$ cat config.mk
export PLATFORM = sky130hd
export DESIGN_NAME = spi_reg_master
export DESIGN_NICKNAME = d
export VERILOG_FILES = /design/src/rtl/spi_reg_master.sv
export SDC_FILE = /design/constraint.sdc
export NUM_CORES = 1
export LEC_CHECK = 0
export BUFFER_PORTS_ARGS = -buffer_cell sky130_fd_sc_hd__buf_2
export CORE_MARGIN = 8
export CORE_UTILIZATION = 40
export CTS_BUF_LIST = sky130_fd_sc_hd__clkbuf_2 sky130_fd_sc_hd__clkbuf_4 sky130_fd_sc_hd__clkbuf_8
export DETAILED_ROUTE_END_ITERATION = 10
export PLACE_DENSITY = 0.72
export SLEW_MARGIN = 5
export SYNTH_ARGS = -nofsm -noshare
export SYNTH_HDL_FRONTEND = slang
export SYNTH_SLANG_ARGS = --single-unit
$ cat constraint.sdc
create_clock -name clk -period 1.9 [get_ports clk]
set_input_delay 0.095 -clock clk [delete_from_list [all_inputs] [get_ports clk]]
set_output_delay 0.095 -clock clk [all_outputs]
set_load 0.05 [all_outputs]
$ cat src/rtl/spi_reg_master.sv
// SPI register-frame initiator: one frame = command byte {rw, 3'b000, addr}
// followed by a data byte, MSB first, any of the four SPI modes.
// Optional build macro: SPI_MIN_GAP_EN inserts a CS_n-high GAP state of
// GAP_CYCLES clk cycles after every frame.
module spi_reg_master #(
    parameter int CLK_DIV    = 4,
    parameter int REG_WIDTH  = 8,
    parameter int GAP_CYCLES = 8
) (
    input  logic                 clk,
    input  logic                 rst,
    input  logic                 start,
    input  logic                 rw,
    input  logic [3:0]           addr,
    input  logic [REG_WIDTH-1:0] wdata,
    input  logic                 cpol,
    input  logic                 cpha,
    output logic                 busy,
    output logic                 done,
    output logic [REG_WIDTH-1:0] rdata,
    output logic                 spi_cs_n,
    output logic                 spi_clk,
    output logic                 spi_mosi,
    input  logic                 spi_miso
);

    localparam int CNT_MAX = (CLK_DIV > GAP_CYCLES) ? CLK_DIV : GAP_CYCLES;
    localparam int CW      = $clog2(CNT_MAX + 1);
    localparam int FW      = 8 + REG_WIDTH;

    typedef enum logic [2:0] {IDLE, SETUP, SHIFT, HOLD, GAP} state_t;

    state_t         state, state_next;
    logic [CW-1:0]  cnt;
    logic           tick;
    logic [5:0]     edge_cnt;
    logic           cpol_q, cpha_q;
    logic           sclk;
    logic           mosi_q;
    logic           done_q;
    logic [FW-1:0]  tx;
    logic [REG_WIDTH-1:0] rx;
    logic [FW-1:0]  frame;
    logic           leading;
    logic           sample_ev;

    // Frame word, terminal-count strobe and the role of the next SCLK edge
    always_comb begin
        frame     = {rw, 3'b000, addr, rw ? wdata : {REG_WIDTH{1'b0}}};
        if (state == GAP)
            tick = (cnt == CW'(GAP_CYCLES - 1));
        else
            tick = (cnt == CW'(CLK_DIV - 1));
        // SCLK resting at the idle level means the next toggle is a leading edge
        leading   = (sclk == cpol_q);
        sample_ev = leading ^ cpha_q;
    end

    // State register and divider counter (counter restarts on every state change)
    always_ff @(posedge clk) begin
        if (rst) begin
            state <= IDLE;
            cnt   <= '0;
        end else begin
            state <= state_next;
            if (state_next != state || tick)
                cnt <= '0;
            else
                cnt <= cnt + CW'(1);
        end
    end

    // Next-state decode
    always_comb begin
        state_next = state;
        case (state)
            IDLE:  if (start) state_next = SETUP;
            SETUP: if (tick) state_next = SHIFT;
            SHIFT: if (tick && edge_cnt == 6'd31) state_next = HOLD;
            HOLD: begin
                if (tick) begin
`ifdef SPI_MIN_GAP_EN
                    state_next = GAP;
`else
                    state_next = IDLE;
`endif
                end
            end
            GAP:   if (tick) state_next = IDLE;
            default: state_next = IDLE;
        endcase
    end

    // Output decode
    always_comb begin
        busy     = (state != IDLE);
        spi_cs_n = (state == IDLE) || (state == GAP);
        spi_clk  = sclk;
        spi_mosi = mosi_q;
        done     = done_q;
    end

    // Datapath: capture request, drive SCLK/MOSI, collect MISO, publish rdata
    always_ff @(posedge clk) begin
        if (rst) begin
            cpol_q   <= 1'b0;
            cpha_q   <= 1'b0;
            sclk     <= 1'b0;
            mosi_q   <= 1'b0;
            done_q   <= 1'b0;
            edge_cnt <= '0;
            tx       <= '0;
            rx       <= '0;
            rdata    <= '0;
        end else begin
            done_q <= 1'b0;
            case (state)
                IDLE: begin
                    if (start) begin
                        cpol_q   <= cpol;
                        cpha_q   <= cpha;
                        sclk     <= cpol;
                        edge_cnt <= '0;
                        // CPHA=0 presents bit15 before the first edge; CPHA=1 waits for it
                        if (cpha) begin
                            mosi_q <= 1'b0;
                            tx     <= frame;
                        end else begin
                            mosi_q <= frame[FW-1];
                            tx     <= {frame[FW-2:0], 1'b0};
                        end
                    end
                end
                SHIFT: begin
                    if (tick) begin
                        sclk     <= ~sclk;
                        edge_cnt <= edge_cnt + 6'd1;
                        // rx is only one byte wide, so command-byte samples fall off the top
                        if (sample_ev) begin
                            rx <= {rx[REG_WIDTH-2:0], spi_miso};
                        end else begin
                            mosi_q <= tx[FW-1];
                            tx     <= {tx[FW-2:0], 1'b0};
                        end
                    end
                end
                HOLD: begin
                    if (tick) begin
                        done_q <= 1'b1;
                        rdata  <= rx;
                        mosi_q <= 1'b0;
                    end
                end
                default: ;
            endcase
        end
    end

endmodule
==> results of run 1 <==
[flip-flops by register name, indices dropped and copies added, names as in the netlist]
register  flops
spi_clk       1
edge_cnt      6
spi_mosi      1
state         3
cpha_q        1
cnt           4
rx            8
done          1
tx           16
rdata         8
cpol_q        1
[layout make-up]
type                            instances  area (um^2)  share of cell area
Inverter                                7        26.28            0.009362
Clock inverter                          3        47.55             0.01694
Multi-Input combinational cell        182         1222              0.4356
Clock buffer                            5        68.82             0.02452
Tap cell                               75        93.84             0.03344
Sequential cell                        50         1002              0.3571
Timing Repair Buffer                   53        345.3              0.1230
[routing by layer]
layer,share of wire,vias up,global-route usage
met5,0,-,0
met4,0.018,0,0.04698
met3,0.053,12,0.03560
met2,0.47,57,0.2217
met1,0.46,905,0.1598
li1,-,1010,-
[cells by family after synthesis]
group           after synthesis
flops                        50
xor+xnor                      5
simple gates                 91
mux                          27
fa+ha+maj                     2
buf+inv                      29
compound gates               57
[metrics by stage]
step / cell area [um^2] / cells / hold slack (ns) / utilization
floorplan: 2342 / 261 / 0.2389 / -
global placement: 2668 / 367 / 0.3398 / 0.4615
detailed placement: 2668 / 367 / 0.3377 / 0.4615
CTS: 2789 / 375 / 0.01596 / 0.4825
global route: 2806 / 375 / 0.06093 / 0.4855
finish: 2806 / 375 / 0.01978 / 0.4855
[final timing paths]
| kind | from | endpoint | slack, ns | cells after the start |
|---|---|---|---|---|
| worst max-delay path | cnt[0] | tx[7] | 0.11 | 7 |
| worst min-delay path | spi_miso | rx[0] | 0.02 | 3 |
| worst max register to register | cnt[0] | tx[7] | 0.11 | 7 |
| worst min register to register | cnt[0] | cnt[0] | 0.46 | 1 |
[critical path, cell delays in order (launching register included)]
cell and delay, ns:
sky130_fd_sc_hd__dfxtp_1 0.37, sky130_fd_sc_hd__ha_2 0.21, sky130_fd_sc_hd__or3b_1 0.37, sky130_fd_sc_hd__buf_4 0.17, sky130_fd_sc_hd__nand2_1 0.11, sky130_fd_sc_hd__buf_12 0.14
sky130_fd_sc_hd__a21oi_1 0.07, sky130_fd_sc_hd__a311oi_1 0.27
[cells in the final DEF, fill, tap and decap left out, types with 9 or more instances in the layout]
cell type,n
sky130_fd_sc_hd__dfxtp_1,49
sky130_fd_sc_hd__a21oi_1,21
sky130_fd_sc_hd__nand3_1,15
sky130_fd_sc_hd__nor2_1,26
sky130_fd_sc_hd__buf_2,31
sky130_fd_sc_hd__buf_4,20
sky130_fd_sc_hd__nand2_1,24
sky130_fd_sc_hd__a311oi_1,9
sky130_fd_sc_hd__mux2i_1,20
[power breakdown]
part,internal (W),switching (W)
Clock,0.000400,0.000385
Sequential,0.00108,0.0000257
Combinational,0.000122,0.000159
Total,0.00161,0.000569
[repair_timing]
| action | in CTS | in global routing |
|---|---|---|
| setup endpoints to repair | 3 | 17 |
| gates resized for setup | 1 | 6 |
| endpoints found under the hold margin | 0 | 0 |
==> impl.org, run 1 <==
** Route
- Wires add up to 5.447 mm.
- Post-detailed-route count of antenna-violating nets :: 0
- Average wire per standard cell :: 14.53 um
- After detailed routing, the number of remaining DRC violations is 0.
- The detailed router finished its first iteration with 79 violations.
- Dividing the detail-routed via count by the number of cells gives 5.291.
- For this run, the detailed router's first-pass iteration total came to 4.
- Detailed-route via count :: 1,984

** Synth
- Cells after synthesis :: 261
- Of the total synthesized cell area, the portion taken by full adders, half adders and majority gates is 0.01068.
- Share of Yosys cell area claimed by the top area cell type :: 0.4274
- The most common cell in the synthesized netlist is sky130_fd_sc_hd__dfxtp_1.
- Of all flip-flops after synthesis, the portion carrying an async set or reset was 0.
- The synthesized design spends more area on one cell type than any other, namely sky130_fd_sc_hd__dfxtp_1.
- A synthesized cell averages 8.974 um^2.
- Of the total synthesized cell area, the portion taken by XOR and XNOR cells is 0.02511.
- Count of yosys warnings during synthesis :: 0
- Number of synthesized register bits :: 50
- The number of nets in the synthesized netlist is 282.
- By count the netlist is led by sky130_fd_sc_hd__dfxtp_1, sky130_fd_sc_hd__nor2_1, sky130_fd_sc_hd__nand2_1.
- Combinational family with the most area after synthesis :: simple AND/OR/NAND/NOR gates
- Leading cell types by total area after synthesis :: sky130_fd_sc_hd__dfxtp_1, sky130_fd_sc_hd__mux2i_1, sky130_fd_sc_hd__a21oi_1
- Library cells used by synthesis :: 42
- Area share of and/or/nand/nor cells after synthesis :: 0.1960
- Syn Std Cell Area :: 2342 um^2
- The complex-gate fraction of the synthesized area was 0.1619.
- Mux share of post-synthesis cell area :: 0.1191
- In the synthesized netlist the dominant register cell turns out to be sky130_fd_sc_hd__dfxtp_1.
- Sequential fraction of the synthesis area :: 0.4274
- Number of enable-type register cells in the synthesized netlist :: 0

** Timing
- Peak Freq :: 0.5574 GHz
- Slew @ Worst Pin :: 0.3968 ns
- Worst Clk Skew :: 0.009454 ns
- Headroom to the max-slew limit came out at 0.7351.
- The worst path meets setup with 0.1061 ns of slack.
- In the finished design, the share of the clock period the worst path needs comes to 0.9442.
- After layout, the minimum clock period comes to 1.794 ns.
- Number of hold violations in the final report :: 0
- Setup repair after global routing left no endpoint under its margin.
- The number of pins with negative max-slew slack in the final report is 0.
- Setup total negative slack on the finished layout was measured at 0 ns.
- Setup violations remaining at the end of the flow were counted as 0.

** Clocking
- After clock tree synthesis, the clock-pin slew on the worst setup and hold paths is 0.10 ns.
- The cell sitting at the root of the clock tree is a sky130_fd_sc_hd__clkbuf_8.
- Clock insertion delay at the later pin of the skew report :: 0.31 ns
- Count of hold buffers inserted by post-cts repair :: 0
- The H-tree was split into 2 levels.
- CTS tree :: yes
- CTS saw 50 sinks.
- Number of clock buffers inserted by TritonCTS :: 5
- Post-CTS timing repair inserted 0 buffers for setup.
- Counting along the longest clock path gives a buffer depth of 2.

** Floorplanning
- In this run the core area contains 28 standard-cell rows.
- Area of the placeable core :: 5781 um^2
- The die covers 8560 um^2.
- Die Ht :: 92.52 um
- Die span in x :: 92.52 um
- 32 I/O pins were placed.
- Starting density of the core :: 0.4052

** Job
- The tool flagged a number of max-cap violations equal to 0.

** Critical path
- At the worst endpoint, the required time is 2.12 ns.
- The worst setup path is launched from a register.
- The worst setup path is of the reg2reg kind.
- Critical Path End Type :: register
- Arrival time of the worst setup path :: 2.01 ns
- Along the worst path, the maximum fanout reaches 13.

** Global routing
- The number of antenna violations at the first check in global routing came to 0.
- GRT Total Usage :: 0.1326
- Total overflow reported by the global router :: 0
- Largest net degree at the start of global routing :: 31
- The number of global-route vias before repair was 2,047.
- Global-route wire length before repair :: 9.404 mm

** Pwr
- Summed over all cells, the static leakage comes to 1.218 nW.
- Maximum vdd ir drop :: 351.7 uV
- Power spread over the standard cell area amounts to 775.4 nW/um^2.
- Post-route total power :: 0.002176 W

** Hold path
- The min-delay analysis places its worst path in the category in2reg.

** Placement
- Detailed-placement wirelength estimate :: 3.888 mm
- IO Port Bufs :: 31
- Prior to clock tree synthesis, the placed netlist has a worst setup slack of -0.0007723 ns.
- Routability-driven placement finished with a final weighted congestion of 0.8306.

** Finish
- The number of antenna diodes in the final layout is 0.
- Area overhead of the layout relative to synthesis :: 19.82%
- Counting the fill cells in the layout gives 562.
- Fraction of layout instances using a drive strength above 1 :: 0.2600
- At the end of the flow, the number of nets in the layout was 320.

** Run status
- The flow ran to the end, and the final reports show no timing, DRC or antenna violations.
Power figures use the tool's default switching activity.
==> inputs of run 2 (changes only) <==
PLACE_DENSITY = 0.7   (was 0.72)
clock period = 2.3 ns   (was 1.9 ns; I/O delays follow)
==> impl.org, run 2 (synthesis gave the netlist of run 1 again) <==
** Timing
- Min Clock Period, post-route :: 1.966 ns
- Summed over all failing endpoints, the final setup total negative slack is 0 ns.
- Dividing the final minimum period by the clock period gives 0.8550.
- Headroom to the max-slew limit came out at 0.4835.
- Setup violations remaining at the end of the flow were counted as 0.
- Max Slew Vio Count :: 0
- Worst path setup slack after routing :: 0.3336 ns
- The final hold violation count is 0.
- Unrepaired setup endpoints after global routing :: no
- Between clock sinks in the finished design, the worst skew comes to 0.007707 ns.
- At the pin with the least slew margin, the transition time is 0.7747 ns.
- For this run, the top clock speed supported by timing is 0.5085 GHz.

** Floorplanning
- Die Ht :: 92.52 um
- The die covers 8560 um^2.
- In this run the horizontal extent of the chip is 92.52 um.
- Area of the placeable core :: 5781 um^2
- The floorplan has 28 rows.
- Starting density of the core :: 0.4052
- During I/O placement, the number of pins put on the boundary was 32.

** Critical path
- The largest individual stage delay along the critical path comes from the cell sky130_fd_sc_hd__dfxtp_1.
- The startpoint identified for the worst register-to-register timing path is state[1].
- On the worst path, the slowest cell contributes a delay of 0.52 ns.
- The endpoint identified for the worst register-to-register timing path is tx[3].
- Crit. Startpoint :: state[1]
- Most frequent CP cell :: sky130_fd_sc_hd__buf_4
- End point of the critical path :: tx[3]
- Along the worst path, the maximum fanout reaches 23.
- Class of the most critical setup path :: reg2reg
- Register-to-register setup slack :: 0.33 ns
- Worst-case reg-to-reg path depth :: 6
- Data arrives at the worst endpoint at 2.18 ns.
- Sort of element at the start of the critical path :: register
- Data required time of the critical path :: 2.52 ns
- Critical Path End Type :: register
- Traced cell by cell, the critical path runs through or3b_1 > buf_4 > nor2_2 > nor2_1 > buf_4 > a311oi_1.

** Route
- Once detail routing completed, the nets flagged for antenna violations numbered 0.
- Dividing the detail-routed via count by the number of cells gives 5.383.
- DRC errors left :: 0
- In the final routed layout, each cell accounts on average for 14.03 um.
- Number of DRC violations after detailed-routing iteration 0 :: 127
- The pre-antenna-repair detailed-routing pass consisted of 4 iterations.
- The routed design has 5.049 mm of wire.
- The detailed router placed 1,938 vias in this run.

** Global routing
- The global routing stage identified its most utilized layer as met2.
- In the global route stage, overall resource usage came out at 0.1235.
- The number of global-route vias before repair came to 1,820.
- For this run, global-route usage on met2 was measured as 0.1877.
- Entering global routing, the biggest net connects 45 pins.
- The first global-routing pass estimated 8.721 mm of wire.
- Total overflow reported by the global router :: 0
- For met1 alone, demand over resource in global routing was 0.1597.
- The number of antenna violations at the first check in global routing was 0.
- Grt met3 use :: 0.03560

** Clocking
- Post-CTS resize count :: 0
- Setup Buffers After CTS :: 0
- The clock passes through at most 2 buffers.
- CTS tree :: yes
- Number of clock buffers inserted by TritonCTS :: 5
- Root Buffer :: sky130_fd_sc_hd__clkbuf_8
- Clock tree synthesis found a total of 50 sinks.
- Count of hold buffers inserted by post-cts repair :: 0
- At the later pin of the worst-skew pair, clock insertion delay measures 0.31 ns.
- CTS built an H-tree with a depth of 2.
- After clock tree synthesis, the clock-pin slew on the worst setup and hold paths is 0.10 ns.

** Finish
- In the final design database the tool counted 305 nets.
- Counting flops per register, the top entry is tx.
- Area overhead of the layout relative to synthesis :: 13.03%
- Final Instance Count excl. Fillers :: 360
- Diode count :: 0
- The register with the most flip-flops in the layout has 16 of them.
- Top library cells by usage in the layout, fill and taps aside :: sky130_fd_sc_hd__dfxtp_1, sky130_fd_sc_hd__buf_2, sky130_fd_sc_hd__nor2_1
- Registers with the most flip-flops :: tx x16, rdata x8, rx x8
- The library cell used most frequently in the layout, excluding fill and tap cells, is sky130_fd_sc_hd__dfxtp_1.
- Fraction of layout instances using a drive strength above 1 :: 0.2035

** Hold path
- Tightest Hold Check Type :: in2reg
- In this run the most critical hold path is launched from spi_miso.

** Run status
- The run finished with clean final reports.

** Placement
- Detailed-placement wirelength estimate :: 3.582 mm
- RePlAce Congestion :: 0.8093
- Once placement completed, the tool counted placed cells totaling 352.
- Buffers placed on the I/O ports in this run total 31.
- Minimum setup slack after placement :: 0.3596 ns

** Pwr
- Total power per unit cell area :: 668.8 nW/um^2
- In this run the static leakage power is 1.131 nW.
- Maximum vdd ir drop :: 319.7 uV
- Post-route total power :: 0.001771 W

** Job
- Total of max-cap violations :: 0
## run 2: how the worst min path moves through the flow
stage                       end  depth (start not counted)
after floorplan           rx[0]                          2
after global placement    rx[0]                          3
after detailed placement  rx[0]                          3
after CTS                 rx[0]                          3
after global routing      rx[0]                          3
final                     rx[0]                          3
## run 2: power by group
part	internal (W)	switching (W)	total, W
clock network	0.000332	0.000319	0.000651
registers	0.000895	0.0000219	0.000917
logic	0.0000801	0.000122	0.000202
total	0.00131	0.000463	0.00177
## run 2: final cells by class
| class | count | area (um^2) |
|---|---|---|
| clock buffer | 5 | 68.82 |
| clock inverter | 3 | 48.80 |
| fill | 585 | 3133 |
| inverter | 7 | 26.28 |
| multi-input combinational | 182 | 1201 |
| sequential | 50 | 1001 |
| tap | 75 | 93.84 |
| timing repair buffer | 38 | 207.7 |
## run 2: layer usage
layer,up-vias,wire [um],share of wire
li1,981,-,-
met1,900,2399,0.48
met2,48,2304,0.46
met3,9,225,0.045
met4,0,120,0.024
met5,-,0,0
## run 2: stage by stage
step / hold slack [ns] / area, um^2 / util
5_1_grt: 0.04761 / 2648 / 0.4580
2_1_floorplan: 0.2589 / 2342 / -
6_report: 0.04168 / 2648 / 0.4580
3_3_place_gp: 0.3512 / 2530 / 0.4377
3_5_place_dp: 0.3578 / 2530 / 0.4377
4_1_cts: 0.03247 / 2648 / 0.4580
## run 2: worst max-delay path, delay by kind of cell (launching register included)
kind | cells | cell delay, ns
buffers and inverters | 2 | 0.42
AOI/OAI and AO/OA | 1 | 0.25
DFF | 1 | 0.52
and+or+nand+nor | 3 | 0.69
